==> config.mk <==
export PLATFORM = sky130hd
export DESIGN_NAME = edge_frame_ctrl_flat
export DESIGN_NICKNAME = d
export VERILOG_FILES = /design/src/rtl/edge_frame_ctrl_if.sv /design/src/rtl/edge_frame_ctrl.sv /design/src/flat_wrapper.sv
export SDC_FILE = /design/constraint.sdc
export NUM_CORES = 1
export LEC_CHECK = 0
export CAP_MARGIN = 40
export CORE_MARGIN = 2
export CORE_UTILIZATION = 44
export DETAILED_ROUTE_END_ITERATION = 12
export DONT_BUFFER_PORTS = 1
export PLACE_DENSITY_LB_ADDON = 0.15
export SYNTH_ARGS = -nofsm -noshare
export SYNTH_HDL_FRONTEND = slang
export SYNTH_SLANG_ARGS = --single-unit
==> constraint.sdc <==
create_clock -name clk -period 2.1 [get_ports clk]
set_clock_uncertainty 0.1 [all_clocks]
set_input_delay 0.42 -clock clk [delete_from_list [all_inputs] [get_ports clk]]
set_output_delay 0.42 -clock clk [all_outputs]
set_load 0.02 [all_outputs]
==> src/rtl/edge_frame_ctrl_if.sv <==
// Capture-side bus of the Sobel frame sequencer: frame/pixel valids, mode
// switches, and the coordinate/kernel/status outputs that go to the line buffers.
interface edge_frame_ctrl_if #(
    parameter int unsigned XW = 11,
    parameter int unsigned YW = 11
);
    logic          fval;
    logic          dval;
    logic          sw_edge;
    logic          sw_horiz;
    logic          lb_en_c;
    logic          px_val;
    logic [XW-1:0] x_cont;
    logic [YW-1:0] y_cont;
    logic          kernel_val;
    logic          is_edge_detect;
    logic          is_horizontal_edge;
    logic          frame_done;
    logic          err;
    logic [1:0]    state;

    modport master (
        output fval, dval, sw_edge, sw_horiz,
        input  lb_en_c, px_val, x_cont, y_cont, kernel_val,
               is_edge_detect, is_horizontal_edge, frame_done, err, state
    );

    modport slave (
        input  fval, dval, sw_edge, sw_horiz,
        output lb_en_c, px_val, x_cont, y_cont, kernel_val,
               is_edge_detect, is_horizontal_edge, frame_done, err, state
    );
endinterface

==> src/rtl/edge_frame_ctrl.sv <==
// Frame sequencer for the Sobel edge datapath: pixel coordinates, line-buffer
// enable, priming hold-off, frame-stable mode latch and malformed-frame flag.
module edge_frame_ctrl #(
    parameter int unsigned H_ACTIVE    = 1280,
    parameter int unsigned V_ACTIVE    = 960,
    parameter int unsigned PRIME_LINES = 2
) (
    input  logic             clk,
    input  logic             rst,
    edge_frame_ctrl_if.slave bus
);
    localparam int unsigned XW = 11;
    localparam int unsigned YW = 11;

    typedef enum logic [1:0] {
        IDLE   = 2'd0,
        PRIME  = 2'd1,
        ACTIVE = 2'd2,
        DONE   = 2'd3
    } state_t;

    state_t        state;
    logic          fval_d;
    logic          overrun;
    logic [1:0]    sw_edge_s;
    logic [1:0]    sw_horiz_s;
    logic [XW-1:0] x;
    logic [YW-1:0] y;

    logic          px_val;
    logic [XW-1:0] x_cont;
    logic [YW-1:0] y_cont;
    logic          kernel_val;
    logic          is_edge;
    logic          is_horiz;
    logic          frame_done;
    logic          err;

    logic in_frame_c;
    logic start_c;
    logic accept_c;
    logic x_wrap_c;
    logic y_last_c;

    assign in_frame_c = (state == PRIME) || (state == ACTIVE);
    assign start_c    = (state == IDLE) && bus.fval && !fval_d;
    assign accept_c   = bus.dval && bus.fval && in_frame_c && !overrun;
    assign x_wrap_c   = (x == XW'(H_ACTIVE - 1));
    assign y_last_c   = (y == YW'(V_ACTIVE - 1));

    assign bus.lb_en_c            = accept_c;
    assign bus.px_val             = px_val;
    assign bus.x_cont             = x_cont;
    assign bus.y_cont             = y_cont;
    assign bus.kernel_val         = kernel_val;
    assign bus.is_edge_detect     = is_edge;
    assign bus.is_horizontal_edge = is_horiz;
    assign bus.frame_done         = frame_done;
    assign bus.err                = err;
    assign bus.state              = state;

    // fval_d resets high so a frame already in flight at reset release is skipped
    always_ff @(posedge clk or posedge rst) begin
        if (rst) begin
            state      <= IDLE;
            fval_d     <= 1'b1;
            overrun    <= 1'b0;
            sw_edge_s  <= 2'b00;
            sw_horiz_s <= 2'b00;
            x          <= '0;
            y          <= '0;
            px_val     <= 1'b0;
            x_cont     <= '0;
            y_cont     <= '0;
            kernel_val <= 1'b0;
            is_edge    <= 1'b0;
            is_horiz   <= 1'b0;
            frame_done <= 1'b0;
            err        <= 1'b0;
        end else begin
            fval_d     <= bus.fval;
            sw_edge_s  <= {sw_edge_s[0], bus.sw_edge};
            sw_horiz_s <= {sw_horiz_s[0], bus.sw_horiz};
            px_val     <= accept_c;
            kernel_val <= accept_c && (x >= XW'(2)) && (y >= YW'(2));
            frame_done <= 1'b0;
            if (accept_c) begin
                x_cont <= x;
                y_cont <= y;
            end

            case (state)
                IDLE: begin
                    x       <= '0;
                    y       <= '0;
                    overrun <= 1'b0;
                    if (start_c) begin
                        state    <= PRIME;
                        err      <= 1'b0;
                        is_edge  <= sw_edge_s[1];
                        is_horiz <= sw_horiz_s[1];
                    end
                end
                PRIME, ACTIVE: begin
                    // A frame that ends before the last line wraps is truncated
                    if (!bus.fval) begin
                        state      <= DONE;
                        frame_done <= 1'b1;
                        if (!overrun) err <= 1'b1;
                    end else begin
                        if (bus.dval && overrun) err <= 1'b1;
                        if (accept_c) begin
                            if (x_wrap_c) begin
                                x <= '0;
                                if (y_last_c) begin
                                    overrun <= 1'b1;
                                end else begin
                                    y <= y + YW'(1);
                                    if ((state == PRIME) && (y == YW'(PRIME_LINES - 1)))
                                        state <= ACTIVE;
                                end
                            end else begin
                                x <= x + XW'(1);
                            end
                        end
                    end
                end
                DONE:    state <= IDLE;
                default: state <= IDLE;
            endcase
        end
    end
endmodule

==> src/flat_wrapper.sv <==
// flat-port wrapper written by rule: the top's interface ports become plain ports
module edge_frame_ctrl_flat 
#(
    parameter int unsigned H_ACTIVE    = 1280,
    parameter int unsigned V_ACTIVE    = 960,
    parameter int unsigned PRIME_LINES = 2
)
  (clk, rst, bus_fval, bus_dval, bus_sw_edge, bus_sw_horiz, bus_lb_en_c, bus_px_val, bus_x_cont, bus_y_cont, bus_kernel_val, bus_is_edge_detect, bus_is_horizontal_edge, bus_frame_done, bus_err, bus_state);
  edge_frame_ctrl_if bus_i ();
  input  logic clk;
  input  logic rst;
  input wire logic [$bits(bus_i.fval)-1:0] bus_fval;
  input wire logic [$bits(bus_i.dval)-1:0] bus_dval;
  input wire logic [$bits(bus_i.sw_edge)-1:0] bus_sw_edge;
  input wire logic [$bits(bus_i.sw_horiz)-1:0] bus_sw_horiz;
  output wire logic [$bits(bus_i.lb_en_c)-1:0] bus_lb_en_c;
  output wire logic [$bits(bus_i.px_val)-1:0] bus_px_val;
  output wire logic [$bits(bus_i.x_cont)-1:0] bus_x_cont;
  output wire logic [$bits(bus_i.y_cont)-1:0] bus_y_cont;
  output wire logic [$bits(bus_i.kernel_val)-1:0] bus_kernel_val;
  output wire logic [$bits(bus_i.is_edge_detect)-1:0] bus_is_edge_detect;
  output wire logic [$bits(bus_i.is_horizontal_edge)-1:0] bus_is_horizontal_edge;
  output wire logic [$bits(bus_i.frame_done)-1:0] bus_frame_done;
  output wire logic [$bits(bus_i.err)-1:0] bus_err;
  output wire logic [$bits(bus_i.state)-1:0] bus_state;
  assign bus_i.fval = bus_fval;
  assign bus_i.dval = bus_dval;
  assign bus_i.sw_edge = bus_sw_edge;
  assign bus_i.sw_horiz = bus_sw_horiz;
  assign bus_lb_en_c = bus_i.lb_en_c;
  assign bus_px_val = bus_i.px_val;
  assign bus_x_cont = bus_i.x_cont;
  assign bus_y_cont = bus_i.y_cont;
  assign bus_kernel_val = bus_i.kernel_val;
  assign bus_is_edge_detect = bus_i.is_edge_detect;
  assign bus_is_horizontal_edge = bus_i.is_horizontal_edge;
  assign bus_frame_done = bus_i.frame_done;
  assign bus_err = bus_i.err;
  assign bus_state = bus_i.state;
  edge_frame_ctrl #(.H_ACTIVE(H_ACTIVE), .V_ACTIVE(V_ACTIVE), .PRIME_LINES(PRIME_LINES)) u_core (.clk(clk), .rst(rst), .bus(bus_i));
endmodule
==> flow_summary.ini, run 1 <==
[run_status]
status = complete, but fails checks
violations = negative setup slack

[critical_path]
r2r-end = u_core.y[8]$_DFFE_PP0P_
crit_start = u_core.bus.state[0]$_DFFE_PP0P_
crit_slowest_cell = dfrtp_2
path_buf_inv = 4
crit_cells = 6
path_class = reg -> out
r2r_start = u_core.x[8]$_DFFE_PP0P_
ff2ff_setup_slack_ns = 0.08
crit_path_end = bus_lb_en_c
cp_top_family = buffers and inverters
worstRegToRegCells = 4
required_ns = 1.58
path_cells = inv_1, ha_4, buf_6, nand4b_1, inv_2, buf_12
crit_arrival_ns = 1.58
crit_path_max_fanout = 7
startpoint_type = flip-flop
slowest_delay_ns = 0.37
critPathCaptureType = output pin

[sta]
hold_viol = 0
slew_violations = 0
worst_pin_slew_ns = 0.649
setup_viol_count_final = 1
period_minus_slack_ns = 2.10
tns_ns = -0.00305
clock.fmax_mhz = 476
worst_slack_ns = -0.00305
rsz0062_at_grt = true
period_share_pct = 100
slew_headroom_pct = 56.6

[yosys]
synth_cells = 299
synth_top_cell_area_share_pct = 49.8
synth_flop_cell = dfrtp_1
yosysSeqAreaShare_pct = 50.7
ys_top_cells_by_count = nand2_1, dfrtp_1, clkbuf_1
async_flop_share_pct = 100
yosysUniqueCellTypes = 48
synth_fp_nets = 314
ys_warn_count = 0
syn_avg_cell_area_um2 = 9.57
synth.most_common_cell = nand2_1
synth.area.top_cells = dfrtp_1, nand2_1, ha_1, mux2i_1, nand2b_1
synth-edff-count = 0
netlist_area_um2 = 2860
yosysTopAreaCell = dfrtp_1
ys_seq_elements = 58

[global_routing]
antenna_found_initial = 0
overflow = 0
grt_usage_pct = 20.0
grt_pass1_wl_um = 11200
first_global_vias = 2223
grt_max_degree = 28

[finish]
final_util_pct = 55.2
drive_above_1_share_pct = 22.0
n_fill_cell = 594
area_delta_synth_final_pct = 21.7
diodes = 0
finalNetCount = 351

[power_and_ir_drop]
total_power_mw = 3.92
netSwitchingFraction_pct = 39.4
p_int_mw = 2.37
p_comb_share_pct = 37.9
clkPwrFrac_pct = 24.0
seqPwrFrac_pct = 38.1
power_switching_mw = 1.54
p_per_area_nw_per_um2 = 1120
leakage_nw = 1.61
peakVddDrop_v = 0.00103

[clock_network]
cts_root_buf = clkbuf_8
cts_made_buffers = 9
clock-sinks = 58
clk_path_buf_depth = 2
htree_levels = 3
clk_pin_slew_ns = 0.07
cts_tree = done
insertion_delay_ns = 0.35

[route]
drt-initial-drc-count = 114
wl_um = 6600
drc_errors = 0
wl_per_cell_um = 15.8
avgViaCountPerCell = 5.35
drt-pass1-iter-count = 4
postRouteAntennaNets = 0
dr_total_vias = 2238

[run]
maxCapViolCount = 0

[floorplan]
core_um2 = 6310
fp.dieW_um = 84.7
start_util_pct = 45.3
rows = 29
dieArea_um2 = 7170
io_pins = 37
die_h_um = 84.7

[placement]
dpl.hpwl_um = 4690
place_congestion = 0.872
dp_slack_ns = -0.0238
port_buffers = 0

[hold_path]
hold_path.class = in -> reg
whs_path_depth = 1
[registers in the layout (all words and copies together), names as in the netlist, 2 cells and up]
signal             cells
u_core.sw_edge_s       2
u_core.bus.x_cont     11
u_core.x              11
u_core.bus.y_cont     11
u_core.bus.state       2
u_core.y              11
u_core.sw_horiz_s      2
[cell usage in the layout, fill, tap and decap left out, drive strengths merged, types with 4 or more instances in the layout]
cell / instances
a21oi: 7
and4: 5
buf: 39
clkbuf: 11
clkinv: 4
dfrtp: 57
dlygate4sd3: 4
ha: 9
inv: 10
mux2i: 8
nand2: 75
nand2b: 10
nand3: 11
nand4: 8
nor2: 11
nor3: 5
nor4: 7
o211ai: 7
o21ai: 14
or3: 6
xor2: 4
[metrics by stage]
step,instances,cell area (um2),hold WS (ns)
floorplan,299,2900,0.231
global placement,391,3150,0.233
detailed placement,391,3150,0.233
CTS,413,3410,0.0200
global route,418,3480,0.0192
finish,418,3480,0.0313
[power by group through the flow]
| stage | logic [mW] | registers [mW] | clock network [mW] |
|---|---|---|---|
| after floorplan | 0.821 | 1.53 | 0 |
| after global placement | 1.31 | 1.51 | 0 |
| after detailed placement | 1.33 | 1.52 | 0 |
| after CTS | 1.38 | 1.50 | 0.964 |
| after global routing | 1.64 | 1.51 | 1.01 |
| final | 1.48 | 1.49 | 0.941 |
[layer usage]
metal  track usage (%)  part of all wire, %  wire length [um]
met5                 0                    0                 0
met4              9.96                  1.4                93
met3              4.23                  4.6               304
met2              31.9                   48              3190
met1              25.7                   46              3010
[final cells by class]
cell class	count	area, um2	share of cell area [%]
sequential	58	1460	41.8
multi-input combinational	213	1330	38.1
timing repair buffer	44	387	11.1
clock buffer	10	138	3.95
tap	77	96.3	2.76
clock inverter	6	42.5	1.22
inverter	10	37.5	1.08
[cell families after synthesis]
logic type	Yosys count	share of synthesized area (%)
and+or+nand+nor	149	26.7
muxes	10	3.58
xor gates and xnor gates	4	1.22
buffers and inverters	28	4.15
adders and majority gates	9	3.93
DFF	58	50.7
AOI/OAI and AO/OA	41	9.70
[how the worst min path moves through the flow]
stage / start / to / slack, ns
after global placement: rst / u_core.bus.x_cont[9]$_DFFE_PP0P_ / 0.23
final: bus_fval / u_core.bus.frame_done$_DFF_PP0_ / 0.03
after CTS: bus_fval / u_core.bus.frame_done$_DFF_PP0_ / 0.02
after global routing: bus_fval / u_core.bus.frame_done$_DFF_PP0_ / 0.02
after floorplan: u_core.sw_edge_s[0]$_DFF_PP0_ / u_core.sw_edge_s[1]$_DFF_PP0_ / 0.23
after detailed placement: rst / u_core.bus.x_cont[9]$_DFFE_PP0P_ / 0.23
[worst register-to-register path, cell delays in order (launching register included)]
cell and delay [ns]:
dfrtp_1 0.37, or3b_1 0.40, or3_4 0.48, nor4_2 0.34, mux2i_1 0.25
[what timing repair did]
action / in CTS / in global routing
hold buffers: 4 / 0
pin swaps: 0 / 6
setup buffers: 2 / 4
setup endpoints to repair: 4 / 14
gates resized for setup: 4 / 6
hold endpoints to repair: 20 / 0
cloned: 0 / 1
Power figures use the tool's default switching activity.
==> run 2, diff against run 1 <==
==> constraint.sdc (replaced) <==
create_clock -name clk -period 2.1 [get_ports clk]
set_clock_uncertainty 0.1 [all_clocks]
set_input_delay 0.42 -clock clk [delete_from_list [all_inputs] [get_ports clk]]
set_output_delay 0.42 -clock clk [all_outputs]
set_load 0.01 [all_outputs]
==> run 2 against run 1 <==
- the run now ends clean
- die area did not move
- register-to-register slack barely moved
- core utilization rose by 1.2 points
- clock-buffer cell count rose by 2
- clock power rose by 54%
- hold slack improved by 0.0078 ns
- combinational power fell by 7%
- cell count fell by 1.4%
- worst setup slack improved by 0.066 ns
- routed wire length rose by 1.3%
- maximum frequency rose by 3.3%
- sequential cell count did not move
- critical endpoint unchanged
- largest power group is now clock
==> flow_summary.ini, run 2 (synthesis results as in run 1) <==
[floorplan]
start_util_pct = 45.3
die_h_um = 84.7
dieArea_um2 = 7170
fp.dieW_um = 84.7
io_pins = 37
rows = 29
core_um2 = 6310

[hold_path]
whs_path_depth = 1
hold_path.class = in -> reg

[finish]
final_common_cell = nand2_1
final_area_um2 = 3560
drive_above_1_share_pct = 20.6
final_util_pct = 56.4
final_cells = 412
finalNetCount = 345
diodes = 0
area_delta_synth_final_pct = 24.5
mostFrequentLayoutCells = nand2_1, dfrtp_1, buf_4

[global_routing]
antenna_found_initial = 0
overflow = 0
grt_pass1_wl_um = 10700
first_global_vias = 2156
grtUsageMet1_pct = 24.1
grt_busiest_layer = met2
grt_max_degree = 59
met3_usage_pct = 5.31
grt_usage_pct = 19.5
grt_use_met2_pct = 31.2

[placement]
dp_slack_ns = -0.0542
dpl.cell_count = 384
place_congestion = 0.805
placed_area_um2 = 3100
port_buffers = 0
dpl.hpwl_um = 4340

[sta]
worst_slack_ns = 0.0634
slew_violations = 0
worst_pin_slew_ns = 0.465
period_share_pct = 97.0
period_minus_slack_ns = 2.04
hold_viol = 0
rsz0062_at_grt = true
setup_viol_count_final = 0
slew_headroom_pct = 69.0
clock.fmax_mhz = 491
tns_ns = 0
timing.hold.ws_ns = 0.0391

[route]
wl_per_cell_um = 16.2
drc_errors = 0
postRouteAntennaNets = 0
drt-pass1-iter-count = 5
avgViaCountPerCell = 5.48
wl_um = 6680
drt-initial-drc-count = 88
dr_total_vias = 2256

[clock_network]
insertion_delay_ns = 0.35
clk_path_buf_depth = 2
htree_levels = 3
cts_made_buffers = 9
cts_root_buf = clkbuf_8
cts_tree = done
clk_pin_slew_ns = 0.06
clock-sinks = 58

[critical_path]
startpoint_type = flip-flop
required_ns = 1.58
worstRegToRegCells = 7
crit_arrival_ns = 1.52
critPathCaptureType = output pin
path_class = reg -> out
crit_path_max_fanout = 7

[power_and_ir_drop]
p_per_area_nw_per_um2 = 1190
peakVddDrop_v = 0.000754
leakage_nw = 1.63
total_power_mw = 4.25

[run_status]
status = complete, no violations

[run]
maxCapViolCount = 0
run 2: what timing repair did:
item / in CTS / in global routing
gates cloned: 0 / 1
endpoints found under the hold margin: 60 / 0
pin swaps: 0 / 8
endpoints found under the setup margin: 5 / 13
gates resized for setup: 2 / 13
hold buffers: 4 / 0
setup buffers: 2 / 5
run 2: cell type report:
class	instances	area [um2]
well taps	77	96.3
multi-input cells	213	1350
clock buffers	12	165
inverters	10	37.5
flip-flops and latches	58	1450
fillers	570	2750
repair buffers	38	342
clock inverters	4	120
run 2: worst max-delay path: stages, from the launching register on:
cell	delay [ns]
dfrtp_1	0.39
inv_2	0.08
ha_4	0.31
nand4b_1	0.14
inv_2	0.12
buf_12	0.14
run 2: worst paths after layout:
kind / startpoint / slack, ns / end
max in group asynchronous: rst / 1.11 / u_core.fval_d$_DFF_PP1_
hold / removal: bus_fval / 0.04 / u_core.bus.frame_done$_DFF_PP0_
setup / recovery: u_core.bus.state[1]$_DFFE_PP0P_ / 0.06 / bus_lb_en_c
hold reg to reg: u_core.sw_horiz_s[0]$_DFF_PP0_ / 0.25 / u_core.sw_horiz_s[1]$_DFF_PP0_
setup reg to reg: u_core.bus.state[0]$_DFFE_PP0P_ / 0.08 / u_core.x[9]$_DFFE_PP0P_
min in group asynchronous: rst / 0.49 / u_core.bus.x_cont[9]$_DFFE_PP0P_
run 2: power by group:
group          total [mW]  switching [mW]  internal [mW]
logic                1.38           0.815          0.563
registers            1.42           0.145           1.28
clock network        1.45           0.446           1.01
run 2: per-layer routing:
metal | part of all wire, % | routed length, um
met4 | 2.4 | 163
met1 | 46 | 3050
met5 | 0 | 0
met2 | 48 | 3200
met3 | 4.0 | 266
==> run 3, diff against run 2 <==
--- a/config.mk
+++ b/config.mk
@@ -14,3 +14,4 @@
 export SYNTH_ARGS = -nofsm -noshare
 export SYNTH_HDL_FRONTEND = slang
 export SYNTH_SLANG_ARGS = --single-unit
+export TNS_END_PERCENT = 1
==> run 3 against run 2 <==
- combinational power shrank 3%
- power shrank 0.91%
- first-iteration DRC count grew 33%
- critical path type unchanged
- cell count shrank 0.49%
- largest cell class unchanged
- via count shrank 0.22%
- routed wire length shrank 3.4%
- maximum frequency is essentially flat
- clock-buffer cell count is the same
- clock power is essentially flat
- critical path depth is the same
- final area shrank 0.91%
==> flow_summary.ini, run 3 (synthesis results as in run 1) <==
[power_and_ir_drop]
p_per_area_nw_per_um2 = 1190
power_switching_mw = 1.39
leakage_nw = 1.61
seqPwrFrac_pct = 33.8
clkPwrFrac_pct = 34.4
p_int_mw = 2.82
netSwitchingFraction_pct = 33.0
total_power_mw = 4.22
p_comb_share_pct = 31.8
peakVddDrop_v = 0.000751

[sta]
period_minus_slack_ns = 2.03
worst_pin_slew_ns = 0.465
hold_viol = 0
slew_headroom_pct = 68.9
clock.fmax_mhz = 491
tns_ns = 0
period_share_pct = 96.9
slew_violations = 0
worst_slack_ns = 0.0651
rsz0062_at_grt = true
setup_viol_count_final = 0
timing.hold.ws_ns = 0.0411

[run]
maxCapViolCount = 0

[global_routing]
first_global_vias = 2156
grt_usage_pct = 19.5
antenna_found_initial = 0
grt_max_degree = 59
grt_pass1_wl_um = 10700
overflow = 0

[finish]
final_util_pct = 55.9
drive_above_1_share_pct = 20.1
final_area_um2 = 3530
finalNetCount = 343
area_delta_synth_final_pct = 23.3
mostFrequentLayoutCells = nand2_1, dfrtp_1, buf_4
n_fill_cell = 573
final_cells = 410
diodes = 0
final_common_cell = nand2_1

[clock_network]
cts_root_buf = clkbuf_8
clock-sinks = 58
htree_levels = 3
clk_path_buf_depth = 2
cts_tree = done
insertion_delay_ns = 0.34
clk_pin_slew_ns = 0.06
cts_made_buffers = 9

[floorplan]
rows = 29
die_h_um = 84.7
fp.dieW_um = 84.7
core_um2 = 6310
start_util_pct = 45.3
dieArea_um2 = 7170
io_pins = 37

[critical_path]
path_buf_inv = 3
slowest_delay_ns = 0.39
worstRegToRegCells = 7
crit_path_max_fanout = 14
path_cells = inv_2, ha_4, nand4b_1, inv_2, buf_12
path_class = reg -> out
required_ns = 1.58
startpoint_type = flip-flop
critPathCaptureType = output pin
r2r-end = u_core.y[5]$_DFFE_PP0P_
r2r_start = u_core.bus.state[0]$_DFFE_PP0P_
crit_slowest_cell = dfrtp_1
cp_top_family = flip-flops
crit_arrival_ns = 1.51
path_common_cell = inv_2
ff2ff_setup_slack_ns = 0.08
crit_start = u_core.bus.state[1]$_DFFE_PP0P_

[placement]
dpl.cell_count = 384
port_buffers = 0
place_congestion = 0.805
dp_slack_ns = -0.0542
dpl.hpwl_um = 4340
placed_area_um2 = 3100

[route]
avgViaCountPerCell = 5.49
wl_um = 6460
drc_errors = 0
drt-pass1-iter-count = 4
dr_total_vias = 2251
drt-initial-drc-count = 117
postRouteAntennaNets = 0
wl_per_cell_um = 15.7

[hold_path]
hold_path.class = in -> reg
holdPathEnd = u_core.bus.frame_done$_DFF_PP0_
worstHoldStart = bus_fval
whs_path_depth = 1

[run_status]
status = complete, no violations
-- run 3: worst max path at each step --
stage | to | slack, ns | cells past startpoint
6_report | bus_lb_en_c | 0.07 | 5
5_1_grt | bus_lb_en_c | -0.01 | 5
4_1_cts | u_core.y[5]$_DFFE_PP0P_ | -0.0005 | 7
3_5_place_dp | u_core.y[3]$_DFFE_PP0P_ | -0.05 | 7
3_3_place_gp | u_core.x[3]$_DFFE_PP0P_ | -0.007 | 6
2_1_floorplan | bus_lb_en_c | 0.006 | 6
-- run 3: final cells by class --
class	instances	area, um2	share of cell area, %
sequential	58	1450	41.1
multi-input combinational	213	1350	38.2
timing repair buffer	36	309	8.75
clock buffer	12	165	4.68
clock inverter	4	120	3.40
tap	77	96.3	2.73
inverter	10	37.5	1.06
-- run 3: repair_timing --
item,CTS,global route
pin swaps,0,8
hold buffers,4,0
hold endpoints to repair,60,0
resized for setup,2,13
endpoints found under the setup margin,5,13
setup buffers,2,4
-- run 3: power by group through the flow --
stage                     Clock [mW]  Sequential (mW)  Combinational, mW
after CTS                       1.48             1.43               1.27
after detailed placement           0             1.44               1.23
after global routing            1.53             1.44               1.50
after floorplan                    0             1.45              0.808
after global placement             0             1.44               1.21
final                           1.45             1.42               1.34
-- run 3: metal layers --
layer / global-route usage, % / part of all wire [%]
met1: 24.1 / 45
met2: 31.2 / 48
met3: 5.31 / 4.2
met4: 10.4 / 2.6
met5: 0 / 0
-- run 3: worst register-to-register path, stage by stage, from the launching register on --
cell      delay, ns
dfrtp_1        0.41
ha_2           0.22
nor4bb_1       0.28
buf_4          0.17
nor2_2         0.08
buf_4          0.18
nor4_2         0.30
mux2i_1        0.21
